<file path="src/rtl/ascon_round_ctrl.sv">
// Round sequencer for the Ascon permutation: loads the 320-bit state, iterates an external
// single-round datapath for 1..NR_MAX rounds, then writes the result back with a one-cycle strobe.
// Word layout of every 320-bit bus: x0 in [63:0], x1 in [127:64], ..., x4 in [319:256].
module ascon_round_ctrl #(
  parameter int NR_MAX = 12
) (
  input  logic         clk_i,
  input  logic         rst_i,
  input  logic         start_i,
  input  logic         abort_i,
  input  logic [3:0]   rounds_i,
  input  logic [319:0] state_i,
  output logic [319:0] round_state_o,
  output logic [7:0]   round_const_o,
  input  logic [319:0] round_state_i,
  output logic [319:0] state_o,
  output logic         update_state_o,
  output logic         finished_o,
  output logic         busy_o
);

  localparam logic [1:0] S_IDLE     = 2'd0;
  localparam logic [1:0] S_RUN      = 2'd1;
  localparam logic [1:0] S_DONE     = 2'd2;
  localparam logic [1:0] S_WAIT_LOW = 2'd3;

  localparam logic [3:0] NR_CNT   = 4'(NR_MAX);
  localparam logic [3:0] RND_LAST = 4'(NR_MAX - 1);

  logic [1:0]   fsm;
  logic [319:0] work;
  logic [3:0]   rnd;

  // Out-of-range requests (0 or above NR_MAX) fall back to the full permutation.
  function automatic logic [3:0] eff_rounds(input logic [3:0] r);
    if (r == 4'd0 || r > NR_CNT)
      return NR_CNT;
    else
      return r;
  endfunction

  // Shorter runs start part-way into the constant schedule so the last round is always RND_LAST.
  always_ff @(posedge clk_i) begin
    if (rst_i) begin
      fsm  <= S_IDLE;
      work <= '0;
      rnd  <= '0;
    end else begin
      case (fsm)
        S_IDLE: begin
          if (start_i) begin
            work <= state_i;
            rnd  <= NR_CNT - eff_rounds(rounds_i);
            fsm  <= S_RUN;
          end
        end
        S_RUN: begin
          if (abort_i) begin
            fsm <= S_WAIT_LOW;
          end else begin
            work <= round_state_i;
            rnd  <= rnd + 4'd1;
            if (rnd == RND_LAST)
              fsm <= S_DONE;
          end
        end
        S_DONE: fsm <= S_WAIT_LOW;
        S_WAIT_LOW: begin
          if (!start_i)
            fsm <= S_IDLE;
        end
        default: fsm <= S_IDLE;
      endcase
    end
  end

  assign round_state_o  = work;
  assign state_o        = work;
  assign round_const_o  = (fsm == S_RUN) ? {4'hF - rnd, rnd} : 8'h00;
  assign update_state_o = (fsm == S_DONE);
  assign finished_o     = (fsm == S_DONE);
  assign busy_o         = (fsm == S_RUN) || (fsm == S_DONE);

endmodule

</file>
<file path="config.mk">
export PLATFORM = sky130hd
export DESIGN_NAME = ascon_round_ctrl
export DESIGN_NICKNAME = d
export VERILOG_FILES = /design/src/rtl/ascon_round_ctrl.sv
export SDC_FILE = /design/constraint.sdc
export NUM_CORES = 1
export LEC_CHECK = 0
export CORE_AREA = 2 2 499 501
export CTS_CLUSTER_SIZE = 10
export DETAILED_ROUTE_END_ITERATION = 12
export DIE_AREA = 0 0 501 503
export PLACE_DENSITY = 0.3
export SYNTH_ARGS = -nofsm -noshare
export SYNTH_HDL_FRONTEND = slang
export SYNTH_SLANG_ARGS = --single-unit
</file>
<file path="constraint.sdc">
create_clock -name clk_i -period 1.88 [get_ports clk_i]
set_input_delay 0.376 -clock clk_i [delete_from_list [all_inputs] [get_ports clk_i]]
set_output_delay 0.376 -clock clk_i [all_outputs]
set_load 0.01 [all_outputs]
</file>
==> impl_metrics.json, run 1 <==
{
  "syn_avg_cell_area_um2": 9.60,
  "synth-xor-area-share_pct": 0,
  "vias": 18500,
  "rsz0062_at_grt": "yes",
  "place_hpwl_um": 161000,
  "synth_compound_area_share_pct": 17.3,
  "hold_viol": 0,
  "clk_pin_slew_ns": 0.06,
  "cp.arrival_ns": 2.62,
  "first_pass_iters": 4,
  "cp-end-kind": "register",
  "grt_max_degree": 53,
  "yosys.area_share.adder_pct": 0.504,
  "cts_sinks": 326,
  "synth.cell_area_um2": 17400,
  "ys.warnings.count": 0,
  "netlist_instances": 1811,
  "power.density_nw_per_um2": 1970,
  "regArea_um2": 6670,
  "setup_viol": 250,
  "dpl_worst_slack_ns": -0.240,
  "die_area_um2": 252000,
  "clock-root-buffer": "clkbuf_16",
  "synthSimpleGateAreaFrac_pct": 7.79,
  "layout.nets": 3567,
  "worst_slack_ns": -0.165,
  "overflow": 0,
  "vdd_drop_max_v": 0.000662,
  "place.port_buffers": 1298,
  "synth_edf_count": 0,
  "clock_skew_ns": 0.0310,
  "ioPinCount": 1299,
  "htreeDepth": 2,
  "instances_no_fill": 6224,
  "placed_cells": 6034,
  "clk_latency_ns": 0.68,
  "row_count": 183,
  "grt_use_total_pct": 13.9,
  "ys_types": 28,
  "num-fill-cells": 28100,
  "status": "finished with violations",
  "critPathRequiredTime_ns": 2.45,
  "grt_pass1_wl_um": 222000,
  "cts_tree": "built",
  "tightest_slew_ns": 0.351,
  "synthesis.nets": 2466,
  "multi_input_area_um2": 8170,
  "max_cap_viol_count": 0,
  "fin_crit_sh_pct": 109,
  "synth_top_flop_cell": "dfxtp_1",
  "slew_viol_final": 0,
  "crit_slowest_cell": "dfxtp_2",
  "path_cells": "inv_2 > ha_4 > buf_4 > nand2_4 > o211a_4 > buf_12 > buf_4 > clkbuf_16 > buf_4 > nor2_1 > a211oi_1",
  "finalWeightedCongestion": 0.842,
  "drt_iter0_drc": 845,
  "max_freq_ghz": 0.489,
  "startpoint_type": "register",
  "cp_common_cell": "buf_4",
  "grt_pass1_vias": 18300,
  "synth_seq_cells": 326,
  "drt-total-wl_um": 189000,
  "antenna_left": 0,
  "violations": "setup timing",
  "criticalPathCategory": "reg2reg",
  "crit_path_max_incr_delay_ns": 0.33,
  "min_period_ns": 2.05,
  "drc": 0,
  "min_path_type": "in2reg",
  "die_y_um": 503,
  "die_w_um": 501,
  "initial_utilization_pct": 7.04,
  "synth_top_family_by_area": "multiplexers",
  "syn_to_final_growth_pct": 106,
  "critPathMaxFanout": 18,
  "p_leak_nw": 13.9,
  "power.total_mw": 70.5,
  "cts_hold_buf": 0,
  "vias_per_cell": 2.97,
  "cts_buffers": 52,
  "synthArstFlopShare_pct": 0,
  "wl_per_cell_um": 30.3,
  "muxShareOfSynthArea_pct": 18.5,
  "drive_gt1_share_pct": 28.4,
  "antenna_found_initial": 147,
  "yosysSeqAreaShare_pct": 37.5,
  "clockBufferDepth": 3,
  "coreArea_um2": 247000,
  "slew_headroom_pct": 75.9
}
[cell type report]
class | count | area share [%]
Antenna cell | 33 | 0.230
Clock inverter | 17 | 0.380
Timing Repair Buffer | 1513 | 42.5
Sequential cell | 326 | 18.6
Inverter | 3 | 0.0418
Clock buffer | 79 | 4.22
Multi-Input combinational cell | 1016 | 22.8
Tap cell | 3237 | 11.3
[final timing paths]
| path | start | to | slack [ns] | cells past startpoint |
|---|---|---|---|---|
| max reg2reg | fsm[1] | round_state_o[311] | -0.17 | 11 |
| min | rst_i | round_state_o[211] | 0.12 | 2 |
| max | fsm[1] | round_state_o[311] | -0.17 | 11 |
| min reg2reg | round_state_o[44] | round_state_o[44] | 0.51 | 2 |
[synthesized netlist by cell type, types with 3 or more instances]
library cell	count	area, um2
a211oi_1	221	1660
a211oi_2	100	1250
a21oi_1	3	15.0
and2_1	4	25.0
buf_2	88	440
buf_4	328	2460
buf_6	12	135
clkbuf_1	38	143
dfxtp_1	326	6530
ha_1	7	87.6
inv_1	3	11.3
mux2i_1	322	3220
nand2_1	8	30.0
nor2_1	329	1230
o21ai_0	5	25.0
or3_1	3	18.8
[cells in the final DEF, fill, tap and decap left out, drive strengths merged, types with 33 or more instances in the layout]
cell,n
dfxtp,326
mux2i,322
buf,337
clkdlybuf4s15,164
clkbuf,92
nor2,329
dlygate4sd2,350
diode,33
clkdlybuf4s50,646
a211oi,321
[metal layers]
layer  GRT usage [%]  share of wire [%]  up-vias
li1                -                  -     8372
met1            14.7                 37     8638
met2            22.4                 45     1137
met3            9.01                 15      275
met4            3.89                3.2       86
met5           0.761               0.45        -
[flip-flops by register name, summed over array words and instances, names as in the netlist]
signal	cells
round_state_o	320
rnd	4
fsm	2
[kinds of logic (layout without fill, tap and decap cells)]
| family | after synthesis | in the layout |
|---|---|---|
| other | 0 | 33 |
| AOI/OAI and AO/OA | 336 | 336 |
| adders and majority gates | 7 | 7 |
| and+or+nand+nor | 351 | 351 |
| DFF | 326 | 326 |
| buffers and inverters | 469 | 1612 |
| muxes | 322 | 322 |
[report_power, final]
group | total [mW] | internal (mW) | switching, mW
logic | 45.3 | 20.0 | 25.2
clock network | 9.77 | 5.66 | 4.11
registers | 15.5 | 10.9 | 4.60
total | 70.5 | 36.5 | 34.0
[metrics by stage]
step                      setup TNS [ns]  utilization, %  hold slack, ns  instance area (um2)
final                             -16.60            14.5           0.123                35900
after floorplan                        0               -           0.481                17400
after detailed placement          -53.77            13.3           0.513                32800
after global placement            -54.56            13.3           0.504                32800
after CTS                         -40.79            14.1          0.0546                34800
after global routing              -45.49            14.5          0.0948                35800
[worst max-delay path, delay by kind of cell, from the launching register on]
kind / cells / cell delay (ns)
AOI/OAI and AO/OA: 2 / 0.42
adders and majority gates: 1 / 0.17
buffers and inverters: 6 / 0.89
DFF: 1 / 0.33
and+or+nand+nor: 2 / 0.11
[timing repair]
item,in CTS,in global routing
setup endpoints to repair,859,344
resized for setup,1234,120
setup buffers,28,17
pin swaps,35,30
gates cloned,6,15
No activity file was read; power rests on OpenSTA's default activity.
==> run 2, diff against run 1 <==
CTS_CLUSTER_DIAMETER = 40   (was default)
==> run 2 against run 1 <==
Net effect: the run still ends with setup timing left; flip-flop and latch count unchanged; worst setup slack got worse by 0.082 ns; sequential power about the same; critical endpoint is now round_state_o[131].
==> impl_metrics.json, run 2 (same netlist as run 1, synthesis figures left out) <==
{
  "min_period_ns": 2.13,
  "top_usage_layer": "met2",
  "criticalPathCategory": "reg2reg",
  "reg2regPathDepth": 11,
  "status": "finished with violations",
  "drc": 0,
  "htreeDepth": 3,
  "holdWs_ns": 0.304,
  "final_cell_area_um2": 39400,
  "vias_per_cell": 3.04,
  "clockBufferDepth": 3,
  "fin_crit_sh_pct": 113,
  "cts_sinks": 326,
  "tightest_slew_ns": 0.390,
  "clock_skew_ns": 0.0344,
  "critPathMaxFanout": 8,
  "grt_pass1_vias": 19000,
  "cts_tree": "built",
  "max_cap_viol_count": 0,
  "placed_cell_area_um2": 32800,
  "vdd_drop_max_v": 0.000737,
  "max_freq_ghz": 0.470,
  "setup.worst_path.start": "fsm[1]",
  "r2r_slack_ns": -0.25,
  "first_pass_iters": 5,
  "grt_pass1_wl_um": 227000,
  "power.total_mw": 85.1,
  "drt-total-wl_um": 196000,
  "multi_input_area_um2": 8490,
  "p_int_mw": 47.3,
  "power.switching_mw": 37.8,
  "drt_iter0_drc": 824,
  "wl_per_cell_um": 30.7,
  "worst_slack_ns": -0.247,
  "hold_viol": 0,
  "regArea_um2": 6690,
  "power_frac_comb_pct": 60.8,
  "startpoint_type": "register",
  "die_y_um": 503,
  "place_hpwl_um": 161000,
  "syn_to_final_growth_pct": 127,
  "min_path_type": "in2reg",
  "setup_viol": 319,
  "largest_register_ffs": 320,
  "r2r_start": "fsm[1]",
  "antenna_found_initial": 145,
  "seq_power_share_pct": 18.3,
  "min_from": "state_i[85]",
  "clk_pin_slew_ns": 0.04,
  "power.density_nw_per_um2": 2160,
  "die_w_um": 501,
  "grt_util_met2_pct": 22.8,
  "coreArea_um2": 247000,
  "die_area_um2": 252000,
  "ioPinCount": 1299,
  "grt_max_degree": 53,
  "mostFrequentLayoutCells": "clkdlybuf4s50_1, mux2i_1, nor2_1",
  "dpl_worst_slack_ns": -0.240,
  "row_count": 183,
  "finalWeightedCongestion": 0.842,
  "final_common_cell": "clkdlybuf4s50_1",
  "layout.nets": 3693,
  "holdPathEnd": "round_state_o[85]",
  "cts_buffers": 101,
  "grt_use_met1_pct": 14.9,
  "num-fill-cells": 27800,
  "clock-root-buffer": "clkbuf_16",
  "cp.arrival_ns": 2.75,
  "p_clk_share_pct": 20.8,
  "clk_latency_ns": 0.71,
  "overflow": 0,
  "grt_use_total_pct": 14.2,
  "initial_utilization_pct": 7.04,
  "rr_endpoint": "round_state_o[131]",
  "use_met3_pct": 9.39,
  "vias": 19400,
  "cp-end-kind": "register",
  "slew_viol_final": 0,
  "critPathRequiredTime_ns": 2.50,
  "hold_depth": 3,
  "slew_headroom_pct": 73.6,
  "antenna_left": 0,
  "drive_gt1_share_pct": 37.4,
  "rsz0062_at_grt": "yes",
  "violations": "setup timing",
  "p_leak_nw": 15.4,
  "place.port_buffers": 1298,
  "p_sw_share_pct": 44.4
}
==> run 2: cell count changes in the layout (fill, tap and decap cells not counted), moves of 17 or more <==
| cell | delta |
|---|---|
| nor2_2 | +41 |
| buf_8 | +17 |
| buf_12 | +18 |
| dlygate4sd2_1 | -107 |
| a211oi_2 | +31 |
| nor2_1 | -40 |
| buf_2 | +77 |
| a211oi_1 | -31 |
| clkbuf_16 | +73 |
| clkdlybuf4s15_1 | +26 |
==> run 2: worst max-delay path, cell delays in order (launching register included) <==
cell and delay, ns:
dfxtp_2 0.33, inv_2 0.05, ha_4 0.17, buf_4 0.14, buf_12 0.12, o211a_4 0.31, buf_12 0.18, buf_12 0.14
buf_12 0.14, buf_6 0.12, buf_12 0.14, a211oi_2 0.17
==> run 2: routing by layer <==
layer,part of all wire (%),vias to the layer above
li1,-,8681
met5,0.40,-
met4,3.4,78
met1,37,9118
met2,45,1191
met3,14,321
==> run 2: worst max-delay path by stage <==
stage / to / slack (ns) / depth (start not counted)
floorplan: round_state_o[125] / 0.12 / 9
global placement: round_state_o[239] / -0.26 / 7
detailed placement: round_state_o[69] / -0.24 / 7
CTS: round_const_o[6] / -0.35 / 5
global route: round_const_o[7] / -0.34 / 5
finish: round_state_o[131] / -0.25 / 11
==> run 2: power by group through the flow <==
stage | registers (mW) | clock network [mW] | logic, mW
2_1_floorplan | 14.8 | 0 | 19.1
3_3_place_gp | 15.4 | 0 | 43.9
3_5_place_dp | 15.5 | 0 | 43.8
4_1_cts | 15.7 | 18.3 | 44.8
5_1_grt | 16.1 | 18.6 | 55.1
6_report | 15.6 | 17.7 | 51.8
==> run 2: repair_timing <==
item,CTS,global route
setup endpoints to repair,861,351
gates resized for setup,1596,252
endpoints found under the hold margin,2,0
pin swaps,53,157
cloned,15,43
setup buffers,36,52
hold buffers,1,0
==> run 2: cell type report <==
type / count / share of cell area, %
inverters: 3 / 0.0381
repair buffers: 1590 / 42.2
flip-flops and latches: 326 / 16.9
clock buffers: 133 / 7.15
well taps: 3237 / 10.3
clock inverters: 44 / 1.71
multi-input cells: 1016 / 21.5
diodes: 36 / 0.228
==> run 2: per-stage QoR <==
step | std cells | utilization [%] | TNS [ns]
4_1_cts | 6262 | 14.9 | -39.01
2_1_floorplan | 1811 | - | 0
3_3_place_gp | 6034 | 13.3 | -54.56
6_report | 6385 | 16.0 | -36.94
3_5_place_dp | 6034 | 13.3 | -53.77
5_1_grt | 6361 | 15.9 | -63.64
